[src/rtl/alu_seq_control.sv]
// alu_seq_control: decodes R-type function codes into registered per-unit
// operation selects and sequences the multi-cycle MULTU/DIVU operations.
//
// Ports:
//   clk      - rising-edge clock
//   rst_n    - asynchronous active-low reset
//   funct    - R-type function code, sampled only when start=1
//   start    - qualifies funct
//   flush    - synchronous abort of a multi-cycle op; suppresses start
//   sel_alu  - ALU operation select (registered)
//   sel_sht  - shifter operation select (registered)
//   sel_mul  - multiplier operation select (registered)
//   sel_div  - divider operation select (registered)
//   sel_mux  - result mux select (registered)
//   busy     - multi-cycle op in progress (registered)
//   done     - one-cycle completion pulse (registered)
//   hilo_we  - HI/LO write enable, high only in the DONE cycle (registered)
//   stall    - start arriving while busy (combinational)
module alu_seq_control #(
    parameter int unsigned MUL_CYCLES = 32,
    parameter int unsigned DIV_CYCLES = 32
) (
    input  logic       clk,
    input  logic       rst_n,
    input  logic [5:0] funct,
    input  logic       start,
    input  logic       flush,
    output logic [5:0] sel_alu,
    output logic [5:0] sel_sht,
    output logic [5:0] sel_mul,
    output logic [5:0] sel_div,
    output logic [5:0] sel_mux,
    output logic       busy,
    output logic       done,
    output logic       hilo_we,
    output logic       stall
);

    localparam logic [5:0] FnAnd   = 6'd36;
    localparam logic [5:0] FnOr    = 6'd37;
    localparam logic [5:0] FnAdd   = 6'd32;
    localparam logic [5:0] FnSub   = 6'd34;
    localparam logic [5:0] FnSlt   = 6'd42;
    localparam logic [5:0] FnSrl   = 6'd2;
    localparam logic [5:0] FnMultu = 6'd25;
    localparam logic [5:0] FnDivu  = 6'd27;
    localparam logic [5:0] FnMfhi  = 6'd16;
    localparam logic [5:0] FnMflo  = 6'd18;
    localparam logic [5:0] FnOut   = 6'd63;

    // Counter value on the last cycle of each multi-cycle op.
    localparam logic [7:0] MulLast = 8'(MUL_CYCLES - 1);
    localparam logic [7:0] DivLast = 8'(DIV_CYCLES - 1);

    typedef enum logic [1:0] {StIdle, StMul, StDiv, StDone} state_t;

    state_t     state;
    logic [7:0] cnt;

    assign stall = start & busy;

    always_ff @(posedge clk or negedge rst_n) begin
        if (!rst_n) begin
            state   <= StIdle;
            cnt     <= 8'd0;
            sel_alu <= 6'd0;
            sel_sht <= 6'd0;
            sel_mul <= 6'd0;
            sel_div <= 6'd0;
            sel_mux <= 6'd0;
            busy    <= 1'b0;
            done    <= 1'b0;
            hilo_we <= 1'b0;
        end else begin
            // Outputs fall back to NOP unless a branch below drives them.
            sel_alu <= 6'd0;
            sel_sht <= 6'd0;
            sel_mul <= 6'd0;
            sel_div <= 6'd0;
            sel_mux <= 6'd0;
            busy    <= 1'b0;
            done    <= 1'b0;
            hilo_we <= 1'b0;
            case (state)
                // DONE accepts a new op exactly like IDLE.
                StIdle, StDone: begin
                    state <= StIdle;
                    if (start && !flush) begin
                        case (funct)
                            FnAnd, FnOr, FnAdd, FnSub, FnSlt: begin
                                sel_alu <= funct;
                                sel_mux <= funct;
                            end
                            FnSrl: begin
                                sel_sht <= FnSrl;
                                sel_mux <= FnSrl;
                            end
                            FnMfhi, FnMflo: begin
                                sel_mux <= funct;
                            end
                            FnMultu: begin
                                state   <= StMul;
                                cnt     <= 8'd0;
                                sel_mul <= FnMultu;
                                sel_mux <= FnMultu;
                                busy    <= 1'b1;
                            end
                            FnDivu: begin
                                state   <= StDiv;
                                cnt     <= 8'd0;
                                sel_div <= FnDivu;
                                sel_mux <= FnDivu;
                                busy    <= 1'b1;
                            end
                            default: ;
                        endcase
                    end
                end
                StMul: begin
                    if (flush) begin
                        state <= StIdle;
                    end else if (cnt == MulLast) begin
                        state   <= StDone;
                        sel_mux <= FnOut;
                        done    <= 1'b1;
                        hilo_we <= 1'b1;
                    end else begin
                        cnt     <= cnt + 8'd1;
                        sel_mul <= FnMultu;
                        sel_mux <= FnMultu;
                        busy    <= 1'b1;
                    end
                end
                StDiv: begin
                    if (flush) begin
                        state <= StIdle;
                    end else if (cnt == DivLast) begin
                        state   <= StDone;
                        sel_mux <= FnOut;
                        done    <= 1'b1;
                        hilo_we <= 1'b1;
                    end else begin
                        cnt     <= cnt + 8'd1;
                        sel_div <= FnDivu;
                        sel_mux <= FnDivu;
                        busy    <= 1'b1;
                    end
                end
                default: state <= StIdle;
            endcase
        end
    end

endmodule

[config.mk]
export PLATFORM = sky130hd
export DESIGN_NAME = alu_seq_control
export DESIGN_NICKNAME = d
export VERILOG_FILES = /design/src/rtl/alu_seq_control.sv
export SDC_FILE = /design/constraint.sdc
export NUM_CORES = 1
export LEC_CHECK = 0
export CORE_MARGIN = 2
export CORE_UTILIZATION = 46
export CTS_CLUSTER_SIZE = 16
export DETAILED_ROUTE_END_ITERATION = 6
export GPL_TIMING_DRIVEN = 0
export HOLD_SLACK_MARGIN = 0.02
export PLACE_DENSITY = 0.81
export SLEW_MARGIN = 20
export SYNTH_ARGS = -nofsm -noshare
export SYNTH_HDL_FRONTEND = slang
export SYNTH_SLANG_ARGS = --single-unit
export TNS_END_PERCENT = 100
[constraint.sdc]
create_clock -name clk -period 1.92 [get_ports clk]
set_clock_uncertainty 0.05 [all_clocks]
set_input_delay 0.384 -clock clk [delete_from_list [all_inputs] [get_ports clk]]
set_output_delay 0.384 -clock clk [all_outputs]
set_load 0.005 [all_outputs]
* Word level (Yosys, flattened, before mapping)
Index checks and enable logic that the tools add are counted.
W data, S select, Z words.
** Storage, ports and cells
- Word-level logic and storage cells :: 80
- Bits of input ports :: 10
- Flip-flop bits (word level) :: 42
** Cells by class
- Equal/unequal tests :: 19
- Muxes and demuxes :: 41
- Reduce and logical (&&, ||, !) cells :: 9
- Bitwise logic cells :: 1
- $add $sub $neg :: 1
** Operator list (number)
- $mux W6 :: 8
- $mux W5 :: 8
- $mux W8 :: 4
- $eq A6 B6 Y1 const B :: 5
- $eq A6 B5 Y1 const B :: 4
- $pmux W6 S4 :: 1
- $pmux W5 S2 :: 2
- $pmux W6 S3 :: 1
- $pmux W8 S2 :: 1
- $mux W2 :: 6
- $add A8 B1 Y8 const B :: 1
- $eq A8 B5 Y1 const B :: 1
- $ne A2 B2 Y1 const B :: 4
- $pmux W2 S2 :: 2
- $mux W1 :: 7
- $reduce_or A7 Y1 :: 1
- $eq A6 B2 Y1 const B :: 1
- $reduce_or A2 Y1 :: 3
- $reduce_or A5 Y1 :: 1
- $eq A2 B2 Y1 const B :: 2
- $reduce_and A4 Y1 :: 1
- $ne A3 B1 Y1 const B :: 1
- $eq A2 B1 Y1 const B :: 1
- $logic_not A2 Y1 :: 1
- 4 further kinds :: 4

* Logic depth before layout (Yosys ltp)
- Word-level depth :: 5
- Mapped depth :: 8
- Mapped depth without buffers :: 6

* Least setup slack after synthesis
OpenSTA, ideal clock, no wires.
- Kind :: flip-flop to flip-flop
- From :: reg state[0]
- To :: reg cnt[0]
- Setup time :: 80 ps
- Path buffers :: 2
- Arrival time :: 1572 ps
- Cell stages (with the launch flop) :: 9
- Slack :: 218 ps
- Period minus slack after synthesis :: 1702 ps
- Cell sequence :: dfrtp_1 > inv_1 > ha_1 > and3b_1 > buf_6 > and3_1 > buf_6 > a21o_4 > mux2i_4
** Between the ends
- Word-level cells in the longest chain between the ends :: 4
** Ends and longest elaborated chain
- start, declared :: line 57 : state_t state;
- start signal, assigned :: line 64 : state <= StIdle;
- start signal, assigned :: line 87 : state <= StIdle;
- start signal, assigned :: line 102 : state <= StMul;
- $eq A2 B2 Y1, or another cell as far along :: line 84 : case (state)
- $reduce_or A2 Y1, on equally long branches
- $ne A2 B2 Y1 (no line)
- $reduce_and A4 Y1 (no line)
- end signal, assigned :: line 128 : cnt <= cnt + 8'd1;
- end signal, assigned :: line 143 : cnt <= cnt + 8'd1;
- end, declared :: line 58 : logic [7:0] cnt;
Several ways; a longest one is shown, not always the timed one.
A chain may end at the register's enable or synchronous reset.

* Final worst setup path
Same ends and word-level chain as after synthesis.

==> results summary <==
The clock latency of the later-clocked register in the worst-skew pair is 0.33 ns. The number of antenna violations at the first check in global routing is 0. The placer congestion estimate is 0.772. For this block, the initial DRC count from the detailed router was 32.

For this run, asynchronously set or reset flops after synthesis account for 100%. The worst setup path is launched from a register. The number of pins with negative max-slew slack in the final report came to 0. The post-detailed-placement half-perimeter wirelength is 2080 um. The final routed DRC violation total came out at 0. The synthesized cell area came out at 1420 um2. The total CTS buffers is 3. The height of the die came out at 59.6 um. The number of global-route vias before repair is 1068. STA puts the critical path data arrival time at 2.07 ns. After floorplanning, the core was divided into 20 placement rows. For this run, the total global-route usage over all layers was measured as 17.6%. The critical path endpoint category is a register. The critical path data required time is 2.14 ns. The clock-pin slew on the worst setup and hold paths came out at 0.14 ns. Summing all placed instances gives a cell area of 1800 um2.

The biggest area consumer among synthesized cells is dfrtp_1. The synthesized design contains 27 register bits. Setup repair after global routing left no endpoint under its margin. The yosys synthesis warning count came out at 0. The synthesized netlist contains 42 unique library cells.

Dividing the synthesized area by the synthesized cell count gives 10.7 um2. The type of the most critical hold path is in -> reg. The overall overflow remaining after global route came out at 0. The number of detailed-routing iterations run before antenna repair came out at 4. The total die area is 3560 um2. The complex-gate fraction of the synthesized area came out at 12.0%. The area taken by multi-input logic gates is 611 um2. The number of filler cells placed in the layout came out at 252. Max-cap violations in this run came to 0. The number of endpoints failing setup at the final stage came out at 0. The first global-routing pass estimated 4770 um of wire. The xor and xnor fraction of the mapped netlist area is 1.23%. The share of the yosys chip area belonging to registers is 47.5%. For the pin with the worst max-slew slack, the measured transition is 0.582 ns. The number of port buffers came out at 30.

The area added between synthesis and finish came out at 30.1%. The final period utilization came out at 96.1%. The synthesized design devotes to its leading area cell type 47.5% of total area.

Measured against its own limit, the worst slew margin works out to 61.2%. The width of the chip came out at 59.6 um. The cell area power density came out at 513 nW/um2. The run finished with clean final reports. The TritonCTS clock tree is yes.

The layout cell share with drive strength beyond 1 is 22.3%. The maximum clock insertion buffer count is 2. The cell leakage power came out at 0.911 nW. In the routed layout, each cell is associated on average with a via count of 5.13. The combinational family with the most area after synthesis is simple AND/OR/NAND/NOR gates. The post-route standard cell area excluding fillers is 1850 um2. The I/O pin total is 44. By area the synthesized netlist is led by dfrtp_1 (47%), buf_4 (8.4%), nor4b_1 (3.1%). The total clock sinks came out at 27. The maximum VDD drop is 253 uV. The core outline area came out at 3000 um2. The area fraction in and, or, nand and nor cells after synthesis is 22.0%.

The synthesized design contains 0 enable-type register cells. The starting utilization of the core area is 47.4%. The synthesized netlist devotes 2.64% of its cell area to adder and majority cells. After detailed routing, the average wire length per cell comes to 13.1 um. The count of nets after finishing is 193.

The number of endpoints with negative hold slack in the final report is 0. The portion of netlist area occupied by mux cells came out at 1.58%. The setup path with the least slack is of type reg -> reg. The maximum frequency from static timing analysis is 0.542 GHz. Summing over every cut layer, the via total after detailed routing is 1087. The dominant synthesized flop cell is dfrtp_1. The largest fanout of any net on the critical path is 7. Registers take 676 um2. The final design utilization is 61.7%.

The minimum period implied by the final worst setup slack is 1.85 ns. The cell count after synthesis is 133. Entering global routing, the biggest net connects 28 pins. After routing, the total negative slack on setup checks comes to 0 ns. The antenna violation net count after detailed routing is 0. In this run the number of H-tree levels came out at 1. The final layout contains routed wiring with a total length of 2770 um. The cell sitting at the root of the clock tree is a clkbuf_4. The number of diodes added for antenna fixing is 0.
==> synth_stat cells, types with 2 or more instances <==
library cell / count
and2_1: 5
inv_1: 4
clkbuf_2: 2
dfrtp_1: 27
nand2_1: 8
nor2_1: 7
a21oi_1: 2
and3_1: 4
and3_4: 2
a31oi_1: 2
ha_1: 3
nor3_1: 3
buf_4: 16
o21ai_0: 8
xor2_1: 2
nor4b_1: 5
buf_6: 3
nand3_1: 2
a31o_2: 3
nand4_1: 3
==> stage by stage <==
step / setup WS, ns / total power (W) / instances / hold slack [ns]
after CTS: 0.00872 / 0.000954 / 211 / 0.253
after floorplan: 0.218 / 0.000659 / 143 / 0.0384
after detailed placement: -0.121 / 0.000706 / 206 / 0.374
final: 0.0740 / 0.000951 / 212 / 0.256
after global placement: -0.117 / 0.000702 / 206 / 0.452
after global routing: 0.00255 / 0.000991 / 212 / 0.286
==> flip-flops by register name, summed over array words and instances, names as in the netlist <==
signal   flops
sel_div      1
cnt          8
sel_mul      1
busy         1
sel_alu      6
sel_mux      6
state        2
hilo_we      1
sel_sht      1
==> cell usage in the layout, fill, tap and decap left out, drive strengths merged, types with 3 or more instances in the layout <==
| cell | instances |
|---|---|
| o21ai | 8 |
| clkbuf | 7 |
| buf | 21 |
| dfrtp | 27 |
| nand4 | 3 |
| and2 | 5 |
| a31o | 4 |
| nor2 | 8 |
| ha | 3 |
| nor3 | 4 |
| conb | 11 |
| nand2 | 8 |
| clkdlybuf4s50 | 28 |
| and3 | 6 |
| inv | 4 |
| nor4b | 5 |
==> path summary, 6_finish.rpt <==
kind / start / endpoint / slack (ns) / cells after the start
worst max-delay path: state[0] / cnt[0] / 0.07 / 8
worst min-delay path: funct[5] / sel_sht[1] / 0.26 / 2
worst max register to register: state[0] / cnt[0] / 0.07 / 8
worst min register to register: cnt[2] / cnt[2] / 0.49 / 1
max in group asynchronous: rst_n / sel_mux[0] / 0.92 / 2
min in group asynchronous: rst_n / cnt[2] / 0.52 / 2
==> layer usage <==
| metal | vias up | GRT usage [%] | routed length [um] |
|---|---|---|---|
| li1 | 540 | - | - |
| met1 | 498 | 22.3 | 1210 |
| met2 | 44 | 30.3 | 1330 |
| met3 | 5 | 1.75 | 167 |
| met4 | 0 | 7.62 | 57 |
| met5 | - | 0 | 0 |
==> worst max-delay path, cell delays in order, from the launching register on <==
cell and delay, ns:
dfrtp_1 0.40, inv_1 0.05, ha_1 0.34, and3b_1 0.21, buf_6 0.13, and3_1 0.17
buf_6 0.13, a21o_4 0.19, mux2i_4 0.11
==> final cells by class <==
class | instances | area share, %
Buffer | 22 | 9.05
Timing Repair Buffer | 32 | 17.0
Tap cell | 33 | 2.23
Clock buffer | 4 | 1.42
Sequential cell | 27 | 36.5
Multi-Input combinational cell | 90 | 33.0
Inverter | 4 | 0.811
==> kinds of logic after synthesis <==
family          Yosys count
simple gates             49
other cells               1
buf+inv                  26
fa+ha+maj                 3
mux                       1
compound gates           24
flops                    27
xor+xnor                  2
==> report_power, final <==
part           switching (W)  internal (W)  leakage [nW]
combinational      0.0000526     0.0000571         0.526
clock               0.000172     0.0000817        0.0150
sequential        0.00000822      0.000580         0.371
==> repair_timing <==
action | 4_1_cts | 5_1_grt
setup buffers | 0 | 1
endpoints found under the setup margin | 0 | 12
hold buffers | 1 | 0
resized for setup | 0 | 3
hold endpoints to repair | 27 | 0
Power figures use the tool's default switching activity.
